### src/rtl/pipe_pkg.sv
// Shared pipeline definitions: packed control layout used by the ID/EX register
// and its consumers.
package pipe_pkg;

  localparam int CTRL_W        = 8;
  localparam int CTRL_REGWRITE = 7;
  localparam int CTRL_MEMTOREG = 6;
  localparam int CTRL_MEMREAD  = 5;
  localparam int CTRL_MEMWRITE = 4;
  localparam int CTRL_ALUSRC   = 3;
  localparam int CTRL_ALUOP_HI = 2;
  localparam int CTRL_ALUOP_LO = 1;
  localparam int CTRL_REGDST   = 0;

  localparam logic [CTRL_W-1:0] CTRL_NOP = 8'h00;

endpackage

### src/rtl/sat_counter.sv
// W-bit saturating event counter with async reset, enable and hold.
module sat_counter #(
  parameter int W = 16
) (
  input  logic         clk_i,
  input  logic         rst_i,
  input  logic         en_i,
  input  logic         hold_i,
  output logic [W-1:0] cnt_o
);

  logic [W-1:0] cnt_d, cnt_q;

  always_comb begin
    cnt_d = cnt_q;
    // Stops at all-ones instead of wrapping back to zero.
    if (!hold_i && en_i && (cnt_q != {W{1'b1}})) begin
      cnt_d = cnt_q + {{(W-1){1'b0}}, 1'b1};
    end
  end

  always_ff @(posedge clk_i or posedge rst_i) begin
    if (rst_i) cnt_q <= '0;
    else       cnt_q <= cnt_d;
  end

  assign cnt_o = cnt_q;

endmodule

### src/rtl/id_ex_stage_reg.sv
// ID/EX pipeline register with hold, bubble/flush kill and optional statistics
// counters (enabled by defining ID_EX_STATS_EN).
module id_ex_stage_reg
  import pipe_pkg::*;
#(
  parameter int DATA_W = 32,
  parameter int CNT_W  = 16
) (
  input  logic              clk_i,
  input  logic              rst_i,
  input  logic              Hold_i,
  input  logic              Bubble_i,
  input  logic              Flush_i,
  input  logic [CTRL_W-1:0] Ctrl_i,
  input  logic [DATA_W-1:0] RsData_i,
  input  logic [DATA_W-1:0] RtData_i,
  input  logic [DATA_W-1:0] Imm_i,
  input  logic [DATA_W-1:0] PC_i,
  input  logic [4:0]        RsAddr_i,
  input  logic [4:0]        RtAddr_i,
  input  logic [4:0]        RdAddr_i,
  output logic [CTRL_W-1:0] Ctrl_o,
  output logic [DATA_W-1:0] RsData_o,
  output logic [DATA_W-1:0] RtData_o,
  output logic [DATA_W-1:0] Imm_o,
  output logic [DATA_W-1:0] PC_o,
  output logic [4:0]        RsAddr_o,
  output logic [4:0]        RtAddr_o,
  output logic [4:0]        RdAddr_o,
  output logic              MemRead_o,
  output logic              Valid_o,
  output logic [CNT_W-1:0]  Bubble_Count_o,
  output logic [CNT_W-1:0]  Flush_Count_o
);

  logic [CTRL_W-1:0] ctrl_d, ctrl_q;
  logic [DATA_W-1:0] rs_data_d, rs_data_q, rt_data_d, rt_data_q;
  logic [DATA_W-1:0] imm_d, imm_q, pc_d, pc_q;
  logic [4:0]        rs_addr_d, rs_addr_q, rt_addr_d, rt_addr_q, rd_addr_d, rd_addr_q;
  logic              valid_d, valid_q;
  logic              kill;

  assign kill = Bubble_i | Flush_i;

  always_comb begin
    ctrl_d    = ctrl_q;
    valid_d   = valid_q;
    rs_data_d = rs_data_q;
    rt_data_d = rt_data_q;
    imm_d     = imm_q;
    pc_d      = pc_q;
    rs_addr_d = rs_addr_q;
    rt_addr_d = rt_addr_q;
    rd_addr_d = rd_addr_q;
    if (!Hold_i) begin
      // Payload always loads; a killed slot is neutralised by zero control alone.
      rs_data_d = RsData_i;
      rt_data_d = RtData_i;
      imm_d     = Imm_i;
      pc_d      = PC_i;
      rs_addr_d = RsAddr_i;
      rt_addr_d = RtAddr_i;
      rd_addr_d = RdAddr_i;
      if (kill) begin
        ctrl_d  = CTRL_NOP;
        valid_d = 1'b0;
      end else begin
        ctrl_d  = Ctrl_i;
        valid_d = 1'b1;
      end
    end
  end

  always_ff @(posedge clk_i or posedge rst_i) begin
    if (rst_i) begin
      ctrl_q    <= CTRL_NOP;
      valid_q   <= 1'b0;
      rs_data_q <= '0;
      rt_data_q <= '0;
      imm_q     <= '0;
      pc_q      <= '0;
      rs_addr_q <= '0;
      rt_addr_q <= '0;
      rd_addr_q <= '0;
    end else begin
      ctrl_q    <= ctrl_d;
      valid_q   <= valid_d;
      rs_data_q <= rs_data_d;
      rt_data_q <= rt_data_d;
      imm_q     <= imm_d;
      pc_q      <= pc_d;
      rs_addr_q <= rs_addr_d;
      rt_addr_q <= rt_addr_d;
      rd_addr_q <= rd_addr_d;
    end
  end

  assign Ctrl_o    = ctrl_q;
  assign Valid_o   = valid_q;
  assign RsData_o  = rs_data_q;
  assign RtData_o  = rt_data_q;
  assign Imm_o     = imm_q;
  assign PC_o      = pc_q;
  assign RsAddr_o  = rs_addr_q;
  assign RtAddr_o  = rt_addr_q;
  assign RdAddr_o  = rd_addr_q;
  // Clearing this bit on a bubble is what releases the hazard unit's stall.
  assign MemRead_o = ctrl_q[CTRL_MEMREAD];

`ifdef ID_EX_STATS_EN
  // A simultaneous bubble and flush is attributed to the bubble only.
  sat_counter #(.W(CNT_W)) u_bubble_cnt (
    .clk_i  (clk_i),
    .rst_i  (rst_i),
    .en_i   (Bubble_i),
    .hold_i (Hold_i),
    .cnt_o  (Bubble_Count_o)
  );

  sat_counter #(.W(CNT_W)) u_flush_cnt (
    .clk_i  (clk_i),
    .rst_i  (rst_i),
    .en_i   (Flush_i & ~Bubble_i),
    .hold_i (Hold_i),
    .cnt_o  (Flush_Count_o)
  );
`else
  assign Bubble_Count_o = '0;
  assign Flush_Count_o  = '0;
`endif

endmodule

### config.mk
export PLATFORM = sky130hd
export DESIGN_NAME = id_ex_stage_reg
export DESIGN_NICKNAME = d
export VERILOG_FILES = /design/src/rtl/pipe_pkg.sv /design/src/rtl/sat_counter.sv /design/src/rtl/id_ex_stage_reg.sv
export SDC_FILE = /design/constraint.sdc
export NUM_CORES = 1
export LEC_CHECK = 0
export CORE_ASPECT_RATIO = 0.7
export CORE_MARGIN = 3
export CORE_UTILIZATION = 42
export DETAILED_ROUTE_END_ITERATION = 12
export PLACE_DENSITY = 0.86
export SYNTH_ARGS = -nofsm -noshare
export SYNTH_HDL_FRONTEND = slang
export SYNTH_HIERARCHICAL = 1
export SYNTH_SLANG_ARGS = --single-unit
export TNS_END_PERCENT = 10
### constraint.sdc
create_clock -name clk_i -period 12.3 [get_ports clk_i]
set_clock_uncertainty 0.2 [all_clocks]
set_input_delay 3.075 -clock clk_i [delete_from_list [all_inputs] [get_ports clk_i]]
set_output_delay 3.075 -clock clk_i [all_outputs]
set_load 0.01 [all_outputs]
=== Word level (Yosys, flattened, before mapping) ===
Cells that the tools add are included.

* Register bits: 152
* Bits of input ports: 156
* Output and inout port bits: 185

* Muxes and demuxes: 2
* Bitwise gates (word level): 1

{| class="wikitable"
|+ Operators by type and width
! cell !! number
|-
| $mux W8 || 1
|-
| $mux W1 || 1
|-
| $or A1 B1 Y1 || 1
|}

=== Longest topological paths before layout ===
* Depth after elaboration: 2
* Mapped depth: 4

=== Worst setup path before layout ===
No wires, ideal clock.

* Path type: input-to-reg
* From: input port Hold_i
* To: register imm_q[22], in the netlist Imm_o[22]
* Library setup time: 0.125 ns
* Arrival time: 3.827 ns
* Setup slack: 8.147 ns
* Cell stages on the path: 4
* Buffers on the path: 3
* Cell sequence: buf_2 -> buf_6 -> buf_6 -> mux2_4

{| class="wikitable"
|+ RTL lines
! item !! line !! source
|-
| start, declared || id_ex_stage_reg.sv:11 || <nowiki>input logic Hold_i,</nowiki>
|-
| end signal, assigned || id_ex_stage_reg.sv:90 || <nowiki>imm_q <= imm_d;</nowiki>
|-
| end, declared || id_ex_stage_reg.sv:38 || <nowiki>logic [DATA_W-1:0] imm_d, imm_q, pc_d, pc_q;</nowiki>
|}

No word-level cell between the ends.

=== Worst setup path in the final report ===
* From: input port Hold_i
* To: register imm_q[26], in the netlist Imm_o[26]

No word-level cell between the ends.

==> results by group <==
Floorplan
  • Ports: 341
  • Starting Density: roughly 44%
  • Width of the die: around 150 um
  • Die area: between 15,000 and 20,000 um2
  • Core box area: approximately 14,000 um2
  • Core Rows: 36
  • Die Span Y: between 100 and 150 um

Route
  • Routed Antenna Nets: 0
  • Drt first pass iters: 4
  • Post-Route WL: roughly 17,000 um
  • WL/cell: 18.95 um
  • Iteration-0 DRC count of the detailed router: 150
  • DR vias/cell: between 4 and 5
  • Vias: ~4,000
  • Remaining DRCs: 0

GRT
  • Largest net degree at the start of global routing: around 110
  • GR Util All Layers: around a fifth
  • Overflow after GRT: 0
  • First-pass GRT wire length: around 25,000 um
  • Vias in the first global route: around 4,400
  • Initial antenna violation count: 0

Timing
  • Setup TNS: 0 ns
  • Min Hold Slack: approximately 0.3 ns
  • Fin. max-slew vios: 0
  • Slew margin rel.: 32.84%
  • Setup Viol. Count Final: 0
  • Hold Fails Final Rpt: 0
  • Fmax: approximately 200 MHz
  • Worst slew pin tran: approximately 1.0 ns
  • Min Tclk post-route: 5.020 ns
  • Tcrit/Tclk final: approximately 41%
  • RSZ-0062 raised after global routing: no

Clock network
  • Clk slew on worst S/H paths: 0.05 ns
  • Worst-Skew Late Latency: 0.42 ns
  • Clock Path Buffers: 2
  • Post-CTS setup buffers: 0
  • Resized Gates After CTS: 0
  • Clock sinks: 152
  • Hold-fix buffers, CTS: 0
  • Root Driver: clkbuf_16
  • Inserted Clock Buffers: 17
  • H-tree depth: 4
  • CTS tree: done

Setup path
  • Crit path max fanout: approximately 100
  • Worst R2R Start: Imm_o[26]$_DFFE_PP0N_
  • Worst setup EP type: flip-flop
  • Kind of critical path: in2reg
  • CP startpoint: Hold_i
  • Critical Path Source Type: input pin
  • Worst EP arrival: 5.11 ns
  • Required @ worst endpoint: 12.39 ns

Pwr
  • Cell Pwr Density: roughly 140 nW/um2
  • Total power: 1.385 mW
  • Worst VDD drop: slightly below 90 uV
  • Leakage: 4.412 nW

Job
  • Max cap viols: 0

Finish
  • Seq. cell area: 3804 um2
  • Post-layout util: between 60% and 70%
  • Multi-input logic area: roughly 2200 um2
  • Layout cell share with drive strength beyond 1: about 26%
  • Filler Cell Count: ~1,000
  • Diode count: 0
  • Nets: just over 800
  • Layout Cells excl Fill: just under 900
  • Area grow syn2layout: 57.83%

Synth
  • Syn avg cell area: roughly 17 um2
  • Synth Instances: 366
  • Synth unique cells: 11
  • Sequential share of the synthesized area: about three fifths
  • Post-Synthesis Cell Area: 6309 um2
  • #FFs+latches synth: around 150
  • Synth warn: 6

Placement
  • GPL Wtd Cong: ~0.79
  • HPWL after DPL: 12,310 um
  • # port buffers: between 300 and 400
  • Placed cell count: around 850

Min path
  • Hold path start: PC_o[16]$_DFFE_PP0N_
  • Worst Hold Class: reg2reg

Run status
  • Status: completed
flip-flops by register name, summed over array words and instances (netlist names):
name / flops
Imm_o: 32
PC_o: 32
RsData_o: 32
RtData_o: 32
Ctrl_o: 8
RdAddr_o: 5
RsAddr_o: 5
RtAddr_o: 5
Valid_o: 1
worst max-delay path: stages:
cell and delay (ns):
clkbuf_8 0.68, buf_4 0.89, mux2_4 0.36
cell usage after synthesis:
| library cell | n | area, um2 |
|---|---|---|
| dfrtp_1 | 152 | 3804 |
| mux2_4 | 92 | 1381 |
| mux2_2 | 52 | 585.6 |
| buf_4 | 33 | 247.7 |
| buf_6 | 11 | 123.9 |
| a22o_1 | 8 | 70.07 |
| nor2b_1 | 8 | 50.05 |
| buf_2 | 7 | 35.03 |
| conb_1 | 1 | 3.750 |
| inv_1 | 1 | 3.750 |
| nor2_1 | 1 | 3.750 |
layer usage:
metal  vias up  track usage (%)  routed length [um]
li1       1820                -                   -
met1      1980            23.92                6553
met2       189            34.35                8594
met3        16            7.240                1242
met4         0            6.294                 225
met5         -                0                   0
final timing paths:
check,end,slack [ns],cells past startpoint
max,Imm_o[26]$_DFFE_PP0N_,7.28,3
min,PC_o[16]$_DFFE_PP0N_,0.30,1
max reg2reg,Imm_o[26]$_DFFE_PP0N_,11.30,1
min reg2reg,PC_o[16]$_DFFE_PP0N_,0.30,1
max in group asynchronous,RsData_o[26]$_DFFE_PP0N_,7.55,3
min in group asynchronous,RsData_o[23]$_DFFE_PP0N_,2.96,2
through the flow:
stage	cell area (um2)	worst slack, ns
2_1_floorplan	6425	4.932
3_3_place_gp	9363	6.957
3_5_place_dp	9363	6.888
4_1_cts	9957	7.321
5_1_grt	9957	7.210
6_report	9957	7.280
placed cells by master, fill, tap and decap left out:
cell type	instances
clkinv_2	3
dfrtp_1	152
nor2b_1	8
nor2_1	1
clkbuf_1	2
clkdlybuf4s50_1	307
clkbuf_8	2
clkbuf_16	17
a22o_1	8
mux2_2	52
inv_6	3
clkinvlp_4	1
conb_1	32
clkinv_4	2
mux2_4	92
buf_4	2
bufinv_16	3
power by group:
part           internal [mW]  switching [mW]
sequential             0.549          0.0299
clock                  0.324           0.198
combinational          0.187          0.0972
cells by family after synthesis:
| group | Yosys count | synth area share, % |
|---|---|---|
| AO/OA/AOI/OAI | 8 | 1.111 |
| buffers and inverters | 52 | 6.505 |
| flip-flops | 152 | 60.29 |
| multiplexers | 144 | 31.18 |
| other | 1 | 0.05944 |
| AND/OR/NAND/NOR | 9 | 0.8528 |
area by class of cell:
| class | instances | area share [%] |
|---|---|---|
| timing repair buffer | 310 | 31.15 |
| clock inverter | 11 | 1.483 |
| sequential | 152 | 38.20 |
| multi-input combinational | 193 | 22.20 |
| clock buffer | 20 | 4.486 |
| tap | 190 | 2.388 |
| inverter | 1 | 0.08796 |
Power figures use the tool's default switching activity.
